`src/rtl/regfile_wb_arbiter.sv`:
```
// Write-back arbiter and pending-register scoreboard for the 32x64 register file.
// Define WB_RR_ARB_EN for round-robin arbitration; the default is fixed priority A over B.
module regfile_wb_arbiter #(
    parameter int DW = 64,
    parameter int AW = 5
) (
    input  logic                 clk,
    input  logic                 rst,
    input  logic                 a_valid,
    input  logic [AW-1:0]        a_reg,
    input  logic signed [DW-1:0] a_data,
    output logic                 a_ready,
    input  logic                 b_valid,
    input  logic [AW-1:0]        b_reg,
    input  logic signed [DW-1:0] b_data,
    output logic                 b_ready,
    input  logic                 iss_valid,
    input  logic [AW-1:0]        iss_reg,
    input  logic [AW-1:0]        Rn,
    input  logic [AW-1:0]        Rm,
    output logic                 stall,
    output logic [AW-1:0]        WrReg,
    output logic signed [DW-1:0] WrData,
    output logic                 RfWr,
    output logic [31:0]          busy
);

    localparam logic [AW-1:0] ZERO_REG = AW'(31);

    logic                 a_grant, b_grant;
    logic [AW-1:0]        wr_reg_q, wr_reg_d;
    logic signed [DW-1:0] wr_data_q, wr_data_d;
    logic                 rf_wr_q, rf_wr_d;
    logic [31:0]          busy_q, busy_d;

`ifdef WB_RR_ARB_EN
    // ptr_q = 1 means B was granted last, so A wins the next contention.
    logic ptr_q;

    assign a_grant = a_valid && !rst && (!b_valid || ptr_q);
    assign b_grant = b_valid && !rst && (!a_valid || !ptr_q);

    always_ff @(posedge clk) begin
        if (rst) begin
            ptr_q <= 1'b1;
        end else if (a_grant) begin
            ptr_q <= 1'b0;
        end else if (b_grant) begin
            ptr_q <= 1'b1;
        end
    end
`else
    assign a_grant = a_valid && !rst;
    assign b_grant = b_valid && !a_valid && !rst;
`endif

    always_comb begin
        wr_reg_d  = wr_reg_q;
        wr_data_d = wr_data_q;
        rf_wr_d   = 1'b0;
        if (a_grant) begin
            wr_reg_d  = a_reg;
            wr_data_d = a_data;
            rf_wr_d   = (a_reg != ZERO_REG);
        end else if (b_grant) begin
            wr_reg_d  = b_reg;
            wr_data_d = b_data;
            rf_wr_d   = (b_reg != ZERO_REG);
        end

        // Clear applies first so a same-edge issue to the same register keeps it pending.
        busy_d = busy_q;
        if (rf_wr_q) begin
            busy_d[wr_reg_q] = 1'b0;
        end
        if (iss_valid && (iss_reg != ZERO_REG)) begin
            busy_d[iss_reg] = 1'b1;
        end
        busy_d[31] = 1'b0;
    end

    always_ff @(posedge clk) begin
        if (rst) begin
            wr_reg_q  <= '0;
            wr_data_q <= '0;
            rf_wr_q   <= 1'b0;
            busy_q    <= '0;
        end else begin
            wr_reg_q  <= wr_reg_d;
            wr_data_q <= wr_data_d;
            rf_wr_q   <= rf_wr_d;
            busy_q    <= busy_d;
        end
    end

    assign a_ready = a_grant;
    assign b_ready = b_grant;
    assign stall   = busy_q[Rn] | busy_q[Rm];
    assign WrReg   = wr_reg_q;
    assign WrData  = wr_data_q;
    assign RfWr    = rf_wr_q;
    assign busy    = busy_q;

endmodule
```
`config.mk`:
```
export PLATFORM = sky130hd
export DESIGN_NAME = regfile_wb_arbiter
export DESIGN_NICKNAME = d
export VERILOG_FILES = /design/src/rtl/regfile_wb_arbiter.sv
export SDC_FILE = /design/constraint.sdc
export NUM_CORES = 1
export LEC_CHECK = 0
export CAP_MARGIN = 25
export CORE_ASPECT_RATIO = 0.75
export CORE_MARGIN = 2
export CORE_UTILIZATION = 40
export CTS_CLUSTER_DIAMETER = 120
export DETAILED_ROUTE_END_ITERATION = 12
export PLACE_DENSITY = 0.81
export SYNTH_ARGS = -nofsm -noshare
export SYNTH_HDL_FRONTEND = slang
export SYNTH_SLANG_ARGS = --single-unit
```
`constraint.sdc`:
```
create_clock -name clk -period 5.94 [get_ports clk]
set_clock_uncertainty 0.1 [all_clocks]
set_input_delay 0.594 -clock clk [delete_from_list [all_inputs] [get_ports clk]]
set_output_delay 0.594 -clock clk [all_outputs]
set_load 0.01 [all_outputs]
```
# [Yosys cells after proc, flatten, opt, wreduce, memory -nomap -nowiden]
# Cells that the tools add are included.
[totals] ram_bits=0 register_bits=101 memories=0 elab_cells=42 latch_bits=0 rom_bits=0 out_inout_bits=105 input_bits=158
[classes] muxes=16 n_eq_ne=3 n_lt_le_gt_ge=6 n_bitwise=4 n_div=0 n_addsub=0 n_mul=0 reduce_logical=9 shifts=0
[ops] cell="64-bit two-way mux" n=2
[ops] cell="31-bit two-way mux" n=2
[ops] cell="31-bit bitwise AND" n=1
[ops] cell="31-bit NOT" n=1
[ops] cell="31-bit OR" n=1
[ops] cell="5-bit by 6-bit less-than comparator with 1-bit output, second input constant" n=4
[ops] cell="5-bit != test, second input constant" n=3
[ops] cell="1-bit binary-select mux with 5-bit select" n=2
[ops] cell="1-bit demux with 5-bit select" n=2
[ops] cell="5-bit by 1-bit greater-or-equal comparator with 1-bit output, second input constant" n=2
[ops] cell="5-bit two-way mux" n=2
[ops] cell="1-bit logical AND" n=6
[ops] cell="1-bit two-way mux" n=6
[ops] cell="1-bit logical NOT" n=2
[ops] cell="2-bit nonzero test" n=1
[ops] cell="1-bit OR" n=1

# [Longest topological paths before layout]
# Gate-level depths: netlist (run 1).
[depth] word_depth=9 ltp_mapped=7 depth_no_buf=5

# [Worst setup path before layout (run 1)]
# Ideal clock, no wire load.
[synth_timing] path_type="input -> output" from="input Rm[1]" to="output stall" t_required_ps=5246 t_arrival_ps=2116 path_stages=5 path_buffers=1 path_slack_ps=3130 cell_sequence="clkbuf_1 -> mux4_1 -> mux2i_1 -> o211ai_1 -> or4_1"
[synth_between] elab_chain_cells=3
[synth_rtl] item="from (decl)" line_no="20" rtl="input logic [AW-1:0] Rm,"
[synth_rtl] item="1-bit binary-select mux with 5-bit select" line_no="98" rtl="assign stall = busy_q[Rn] | busy_q[Rm];"
[synth_rtl] item="1-bit two-way mux (implied by the code)" line_no="98"
[synth_rtl] item="1-bit OR" line_no="98"
[synth_rtl] item="to (decl)" line_no="21" rtl="output logic stall,"
# No other way between the ends. The select of a mux whose other input is x is not followed.

# [Worst setup path in the final report (run 1)]
[layout_timing] from="input Rn[1]" to="output stall"
[layout_between] elab_chain_cells=3
[layout_rtl] item="from (decl)" line_no="19" rtl="input logic [AW-1:0] Rn,"
[layout_rtl] item="1-bit binary-select mux with 5-bit select" line_no="98"
[layout_rtl] item="1-bit two-way mux (implied by the code)" line_no="98"
[layout_rtl] item="1-bit OR" line_no="98"
# No other way between the ends. The select of a mux whose other input is x is not followed.

==> results of run 1 <==
==> state kept, by name, indices dropped and copies added (netlist names) <==
register,cells
WrReg,5
busy,31
RfWr,1
WrData,64
==> worst max-delay path: cells and delay by family <==
kind	cells	cell delay [ps]
buf+inv	2	1390
compound gates	1	270
simple gates	3	590
mux	1	600
==> area by class of cell <==
cell class	count	area, µm²	area share, %
Inverter	3	11.3	0.140
Tap cell	166	208	2.59
Multi-Input combinational cell	455	2790	34.7
Antenna cell	2	5.00	0.0624
Timing Repair Buffer	266	2660	33.1
Clock inverter	5	81.3	1.01
Sequential cell	101	2020	25.2
Clock buffer	11	253	3.15
==> routing by layer <==
metal | GRT usage (%) | routed length [µm]
met5 | 0 | 0
met2 | 44.2 | 8630
met4 | 7.45 | 345
met3 | 10.2 | 1910
met1 | 31.8 | 7290
==> logic make-up (layout without fill, tap and decap cells) <==
family	count (synthesis)	after routing	share of synthesized area [%]
AOI/OAI and AO/OA	147	147	15.5
buffers and inverters	50	285	4.31
DFF	101	101	40.2
muxes	92	92	21.6
other	1	3	0.0746
and+or+nand+nor	215	215	18.3
==> stage by stage <==
stage                     util [%]  setup WS, ps  total power (W)
after floorplan                  -          3130         0.000902
after global placement        62.4          1900          0.00110
after detailed placement      62.5          1850          0.00111
after CTS                     65.2          1840          0.00176
after global routing          65.4          1660          0.00183
final                         65.4          1800          0.00175
==> how the worst min path moves through the flow <==
| stage | from | endpoint | slack [ps] | cells after the start |
|---|---|---|---|---|
| floorplan | busy[5] | busy[5] | 410 | 2 |
| global placement | busy[6] | busy[6] | 400 | 2 |
| detailed placement | busy[6] | busy[6] | 410 | 2 |
| CTS | busy[6] | busy[6] | 420 | 2 |
| global route | busy[6] | busy[6] | 450 | 2 |
| finish | busy[6] | busy[6] | 420 | 2 |
==> layout by cell type (no fill, tap or decap), drive strengths merged, types with 3 or more instances in the layout <==
cell,instances
mux2i,79
clkdlybuf4s50,258
nand3,3
dfxtp,101
o21ai,32
clkbuf,11
a21oi,103
inv,4
nand3b,6
nor3,4
nor3b,6
nand2,36
or3b,3
buf,8
and3,3
nor2,144
and3b,3
mux4,11
==> report_power, final <==
part / total, W / switching (W) / internal, W
Sequential: 0.000737 / 0.0000259 / 0.000711
Clock: 0.000652 / 0.000259 / 0.000393
Combinational: 0.000364 / 0.000152 / 0.000211
Total: 0.00175 / 0.000437 / 0.00132
==> results.cfg, run 1 <==
[critical_path]
rrSetupSlack_ps = 4210
worst_path_required_time_ps = 5250
critical_path_cell_by_cell = clkdlybuf4s50_1, mux4_2, nor2_1, nor3_1, a211o_1, or4_1, clkdlybuf4s50_1
worst_setup_path_startpoint = Rn[1]
timing.critical_path.fanout_max = 14
worstSetupEndpointType = output port
r2r_end = busy[19]
worstPathArrival_ps = 3450
critPathLaunchType = input port
worstSetupPathType = in -> out
timing.rr.start = WrReg[4]
path_common_cell = sky130_fd_sc_hd__clkdlybuf4s50_1
worstSetupEndpoint = stall
slowest_delay_ps = 900
rr_worst_depth = 3
critical-path-slowest-cell = sky130_fd_sc_hd__clkdlybuf4s50_1

[timing]
worstMarginPinSlew_ps = 765
maxClockFrequency_mhz = 241
fin_setup_tns_ps = 0
final_setup_violation_count = 0
report.final.slew_viol_count = 0
final_critical_path_time_including_i_o_delays_and_setup_ps = 4140
fin_crit_sh_pct = 69.7
fin_worst_hold_slack_ps = 418
finalHoldViolations = 0
timing.slew.headroom_pct = 49.0
unrepaired_setup_endpoints_after_global_routing = no

[placement]
placed_area_um2 = 7660
post-dp-hpwl_um = 13500
placement.io_buffers = 261
placed_cells_incl_taps = 990
final_weighted_congestion_in_routability_driven_placement = 0.896

[route]
via_count = 5377
via_per_inst = 5.33
drt_first_iter_violations = 357
routed_wire_length_per_instance_um = 18.0
detailedRoute.firstPassIterationCount = 5
routed_wl_um = 18200
remaining_drc_errors = 0
remaining_number_of_nets_flagged_by_the_antenna_check_after_routing = 0

[synthesis]
synth_cell_type_count = 37
synthMostInstantiatedCell = sky130_fd_sc_hd__nor2_1
synthFlopType = sky130_fd_sc_hd__dfxtp_1
post_synth.cell_area_avg_um2 = 8.29
syn_nets = 764
synth.top_cell.area_share_pct = 40.2
synth-seq-area-share_pct = 40.2
async_flop_share_pct = 0
ys_ff_latch = 101
ys.warnings.count = 0
synth-edff-count = 0
syn_inst = 606
synth.area.top_cells = sky130_fd_sc_hd__dfxtp_1 40%, sky130_fd_sc_hd__mux2i_1 16%, sky130_fd_sc_hd__nor2_1 11%
yosysTopAreaCell = sky130_fd_sc_hd__dfxtp_1
post_synth_most_frequent_cells = 144 x sky130_fd_sc_hd__nor2_1, 103 x sky130_fd_sc_hd__a21oi_1, 101 x sky130_fd_sc_hd__dfxtp_1
netlist_area_um2 = 5020

[clock_tree]
worst_skew_pair.late_latency_ps = 340
ctsRootBufferMaster = sky130_fd_sc_hd__clkbuf_16
maximum_buffer_depth_of_the_clock_tree = 2
tritoncts_buffers = 9
h-tree-depth = 3
post_cts_buffers = 0
clock-sinks = 101
postCtsResizedCells = 0
ctsHoldBuffers = 0
clk_transition_reported_paths_ps = 70
tritoncts_clock_tree = yes

[global_route]
number_of_antenna_violations_at_the_first_check_in_global_routing = 2
global_route.usage.total_pct = 26.4
globalRoute.totalOverflow = 0
vias_in_the_first_global_route = 5303
grt_pass1_wl_um = 27900
grt_max_degree = 82

[floorplan]
row_count = 35
die_x_um = 133
die_area_um2 = 13500
core_area_um2 = 12300
initial_utilization_pct = 41.0
die_height_um = 101
top_level_ports = 263

[cells_and_area]
layout.filler_cells = 984
num-nets-final = 994
final_area_um2 = 8030
fin_cells = 1009
synthToLayoutAreaGrowth_pct = 59.8
drive_above_1_share_pct = 4.16

[power_and_ir_drop]
leakage_nw = 3.16
vdd.ir_drop.worst_mv = 0.193
cellPowerDensity_nw_per_um2 = 218

[min_path]
min-delay-path-class = reg -> reg

[job]
cap_violations = 0

[outcome]
status = complete, no violations
No activity file was read; power rests on OpenSTA's default activity.
==> run 2, diff against run 1 <==
clock period = 4.3 ns   (was 5.94 ns; I/O delays follow)
==> run 2 against run 1 <==
  * Critical path depth did not move
  * Clock-buffer cell count fell by 1
  * Sequential share of layout area rose by 0.15 points
  * Sequential power rose by 38%
  * Via count fell by 1.2%
  * Final area fell by 0.59%
  * Die area did not move
  * Sequential cell count did not move
  * Non-clock buffer count did not move
  * Clock power rose by 29%
  * Register-to-register slack got worse by 1500 ps
  * Critical path type unchanged
  * Critical endpoint unchanged
==> results.cfg, run 2 (same netlist as run 1, synthesis figures left out) <==
[outcome]
status = complete, no violations

[clock_tree]
maximum_buffer_depth_of_the_clock_tree = 2
tritoncts_clock_tree = yes
clk_transition_reported_paths_ps = 70
clock-sinks = 101
worst_skew_pair.late_latency_ps = 340
ctsRootBufferMaster = sky130_fd_sc_hd__clkbuf_16
postCtsResizedCells = 0
tritoncts_buffers = 9
ctsHoldBuffers = 0
h-tree-depth = 3
post_cts_buffers = 0

[placement]
final_weighted_congestion_in_routability_driven_placement = 0.907
post-dp-hpwl_um = 13400
placement.io_buffers = 261

[floorplan]
row_count = 35
core_area_um2 = 12300
top_level_ports = 263
die_area_um2 = 13500
initial_utilization_pct = 41.0
die_height_um = 101
die_x_um = 133

[cells_and_area]
commonest_cells_after_routing_fill_and_taps_aside = 258 x sky130_fd_sc_hd__clkdlybuf4s50_1, 144 x sky130_fd_sc_hd__nor2_1, 103 x sky130_fd_sc_hd__a21oi_1, 101 x sky130_fd_sc_hd__dfxtp_1, 79 x sky130_fd_sc_hd__mux2i_1
largest_register_ff_count = 64
synthToLayoutAreaGrowth_pct = 58.8
final_common_cell = sky130_fd_sc_hd__clkdlybuf4s50_1
num-nets-final = 994
layout.filler_cells = 975
drive_above_1_share_pct = 4.16

[job]
cap_violations = 0

[critical_path]
slowest_delay_ps = 700
critPathTopFamily = buffers and inverters
worst_path_required_time_ps = 3770
critPathLaunchType = input port
critical-path-slowest-cell = sky130_fd_sc_hd__clkdlybuf4s50_1
worstSetupPathType = in -> out
critical_path_cell_by_cell = clkdlybuf4s50_1, mux4_1, mux2i_1, nor3b_1, a211o_1, or4_1, clkdlybuf4s50_1
timing.critical_path.buf_inv = 2
timing.critical_path.fanout_max = 8
path_common_cell = sky130_fd_sc_hd__clkdlybuf4s50_1
worstPathArrival_ps = 3130
worstSetupEndpointType = output port

[timing]
fin_crit_sh_pct = 85.0
fin_setup_tns_ps = 0
unrepaired_setup_endpoints_after_global_routing = no
worstMarginPinSlew_ps = 714
finalHoldViolations = 0
fin_worst_hold_slack_ps = 436
final_setup_violation_count = 0
maxClockFrequency_mhz = 273
final_critical_path_time_including_i_o_delays_and_setup_ps = 3660
timing.slew.headroom_pct = 52.2
report.final.slew_viol_count = 0

[global_route]
grt_pass1_wl_um = 27600
globalRoute.totalOverflow = 0
vias_in_the_first_global_route = 5247
global_route.usage.total_pct = 25.9
number_of_antenna_violations_at_the_first_check_in_global_routing = 1
grt_max_degree = 73

[route]
routed_wire_length_per_instance_um = 17.7
remaining_number_of_nets_flagged_by_the_antenna_check_after_routing = 0
routed_wl_um = 17900
detailedRoute.firstPassIterationCount = 5
via_count = 5315
drt_first_iter_violations = 297
via_per_inst = 5.27
remaining_drc_errors = 0

[power_and_ir_drop]
vdd.ir_drop.worst_mv = 0.219
power.total_w = 0.00236
leakage_nw = 3.15
cellPowerDensity_nw_per_um2 = 295

[min_path]
min-delay-path-class = reg -> reg
-- run 2: changes by cell type in the layout (fill, tap and decap cells not counted) --
| cell | previous run | this run |
|---|---|---|
| sky130_fd_sc_hd__clkinv_4 | 0 | 2 |
| sky130_fd_sc_hd__buf_16 | 1 | 0 |
| sky130_fd_sc_hd__buf_4 | 6 | 7 |
| sky130_fd_sc_hd__bufinv_16 | 2 | 1 |
| sky130_fd_sc_hd__clkbuf_8 | 2 | 1 |
| sky130_fd_sc_hd__clkinvlp_4 | 1 | 0 |
| sky130_fd_sc_hd__diode_2 | 2 | 1 |
| sky130_fd_sc_hd__inv_6 | 1 | 2 |
-- run 2: final cells by class --
class                           count  area, µm²  share of cell area (%)
Timing Repair Buffer              266       2640                    33.1
Antenna cell                        1       2.50                  0.0314
Clock buffer                       10        239                    3.00
Tap cell                          166        208                    2.60
Multi-Input combinational cell    455       2790                    34.9
Inverter                            3       11.3                   0.141
Clock inverter                      6       70.1                   0.878
Sequential cell                   101       2020                    25.3
-- run 2: worst paths after layout --
| check | startpoint | end | slack [ps] | cells past startpoint |
|---|---|---|---|---|
| worst max register to register | WrReg[3] | busy[9] | 2710 | 3 |
| worst min-delay path | busy[22] | busy[22] | 440 | 2 |
| worst max-delay path | Rm[2] | stall | 640 | 7 |
| worst min register to register | busy[22] | busy[22] | 440 | 2 |
-- run 2: per-stage QoR --
step / instance area [µm²] / worst slack, ps / utilization, % / instances
4_1_cts: 7980 / 643 / 65.0 / 1007
3_5_place_dp: 7670 / 649 / 62.5 / 991
2_1_floorplan: 5020 / 1820 / - / 606
3_3_place_gp: 7660 / 680 / 62.5 / 990
6_report: 7980 / 643 / 65.1 / 1008
5_1_grt: 7980 / 561 / 65.0 / 1007
-- run 2: report_power, final --
| part | switching (W) | leakage, nW | internal [W] |
|---|---|---|---|
| Sequential | 0.0000352 | 0.830 | 0.000982 |
| Clock | 0.000368 | 0.153 | 0.000473 |
| Combinational | 0.000207 | 2.16 | 0.000290 |
-- run 2: routing by layer --
layer	GRT usage (%)	share of wire (%)	wire length, µm
met1	30.5	39	6990
met2	44.2	49	8740
met3	11.1	11	1920
met4	6.22	1.1	204
met5	0	0	0
-- run 2: worst reg2reg max path, cell delays in order (launching register included) --
cell	delay (ps)
sky130_fd_sc_hd__dfxtp_1	560
sky130_fd_sc_hd__or3b_2	530
sky130_fd_sc_hd__o21ai_0	180
sky130_fd_sc_hd__a21oi_1	90
==> run 3, diff against run 2 <==
RECOVER_POWER = 50   (was not set)
SLEW_MARGIN = 20   (was not set)
==> run 3 against run 2 <==
  * The run now ends with max-capacitance violations, max-slew violations left
  * Routed wire length about the same
  * Global-route usage unchanged
  * Critical path type unchanged
  * Hold slack better by 1.1 ps
  * Core utilization down 0.082 points
  * Combinational power fell by 1%
  * Critical path depth shrank 4
==> results.cfg, run 3 (same netlist as run 1, synthesis figures left out) <==
[critical_path]
rrSetupSlack_ps = 2620
worstSetupEndpointType = output port
critPathLaunchType = input port
critPathTopFamily = buffers and inverters
timing.critical_path.buf_inv = 2
slowest_delay_ps = 1850
critical_path_cell_by_cell = clkbuf_1, nor3b_1, clkdlybuf4s50_1
worstSetupPathType = in -> out
timing.critical_path.fanout_max = 37
worst_path_required_time_ps = 3770
worstPathArrival_ps = 3230
critical-path-slowest-cell = sky130_fd_sc_hd__clkbuf_1

[power_and_ir_drop]
leakage_nw = 3.24
cellPowerDensity_nw_per_um2 = 295
vdd.ir_drop.worst_mv = 0.218

[global_route]
grt_max_degree = 73
globalRoute.totalOverflow = 0
vias_in_the_first_global_route = 5247
number_of_antenna_violations_at_the_first_check_in_global_routing = 1
grt_pass1_wl_um = 27600
global_route.usage.total_pct = 25.9

[cells_and_area]
final_common_cell = sky130_fd_sc_hd__clkdlybuf4s50_1
largest_register_ff_count = 64
num-nets-final = 994
layout.filler_cells = 977
synthToLayoutAreaGrowth_pct = 58.6
commonest_cells_after_routing_fill_and_taps_aside = 215 x sky130_fd_sc_hd__clkdlybuf4s50_1, 144 x sky130_fd_sc_hd__nor2_1, 103 x sky130_fd_sc_hd__a21oi_1, 101 x sky130_fd_sc_hd__dfxtp_1, 79 x sky130_fd_sc_hd__mux2i_1
final_core_util_pct = 65.0
drive_above_1_share_pct = 3.92

[timing]
setup_slack_ps = 541
worstMarginPinSlew_ps = 2680
fin_worst_hold_slack_ps = 437
fin_crit_sh_pct = 87.4
finalHoldViolations = 0
unrepaired_setup_endpoints_after_global_routing = no
fin_setup_tns_ps = 0
timing.slew.headroom_pct = -78.4
final_setup_violation_count = 0
report.final.slew_viol_count = 95
final_critical_path_time_including_i_o_delays_and_setup_ps = 3760
maxClockFrequency_mhz = 266

[clock_tree]
maximum_buffer_depth_of_the_clock_tree = 2
post_cts_buffers = 0
ctsHoldBuffers = 0
clock-sinks = 101
tritoncts_buffers = 9
postCtsResizedCells = 0
clk_transition_reported_paths_ps = 70
ctsRootBufferMaster = sky130_fd_sc_hd__clkbuf_16
tritoncts_clock_tree = yes
h-tree-depth = 3
worst_skew_pair.late_latency_ps = 340

[floorplan]
row_count = 35
initial_utilization_pct = 41.0
top_level_ports = 263
die_height_um = 101
core_area_um2 = 12300
die_x_um = 133
die_area_um2 = 13500

[outcome]
status = finished with violations
violations = max-capacitance violations, max-slew violations

[route]
via_per_inst = 5.29
routed_wl_um = 17900
remaining_number_of_nets_flagged_by_the_antenna_check_after_routing = 0
drt_first_iter_violations = 288
via_count = 5336
routed_wire_length_per_instance_um = 17.7
remaining_drc_errors = 0
detailedRoute.firstPassIterationCount = 5

[placement]
post-dp-hpwl_um = 13400
placement.io_buffers = 261
final_weighted_congestion_in_routability_driven_placement = 0.907
pre_cts_slack_ps = 649

[min_path]
min-delay-path-class = reg -> reg

[job]
cap_violations = 2
==> run 3: report_power, final <==
group / switching, W / leakage, nW / total (W) / internal, W
Combinational: 0.000208 / 2.25 / 0.000491 / 0.000283
Clock: 0.000369 / 0.153 / 0.000842 / 0.000473
Sequential: 0.0000339 / 0.830 / 0.00102 / 0.000982
==> run 3: worst paths after layout <==
path | cells after the start | from | to
worst min register to register | 2 | busy[22] | busy[22]
worst max-delay path | 3 | b_valid | b_ready
worst min-delay path | 2 | busy[22] | busy[22]
worst max register to register | 3 | WrReg[3] | busy[9]
==> run 3: final cells by class <==
| class | count | area (µm²) | share of cell area, % |
|---|---|---|---|
| Antenna cell | 1 | 2.50 | 0.0314 |
| Clock buffer | 10 | 239 | 3.00 |
| Clock inverter | 6 | 70.1 | 0.879 |
| Inverter | 3 | 11.3 | 0.141 |
| Multi-Input combinational cell | 455 | 2790 | 35.0 |
| Sequential cell | 101 | 2020 | 25.4 |
| Tap cell | 166 | 208 | 2.61 |
| Timing Repair Buffer | 266 | 2630 | 33.0 |
==> run 3: metrics by stage <==
stage	area (µm²)	instances	total power [W]
6_report	7970	1008	0.00235
5_1_grt	7970	1007	0.00245
4_1_cts	7980	1007	0.00237
3_5_place_dp	7670	991	0.00153
3_3_place_gp	7660	990	0.00152
2_1_floorplan	5020	606	0.00125
==> run 3: metal layers <==
metal,GRT usage [%],wire (µm)
met5,0,0
met4,6.22,210
met3,11.1,2030
met2,44.2,8710
met1,30.5,6910
==> run 3: tightest hold or removal path: stages (launching register included) <==
cell and delay [ps]:
sky130_fd_sc_hd__dfxtp_1 350, sky130_fd_sc_hd__o21ai_0 80, sky130_fd_sc_hd__a21oi_1 60
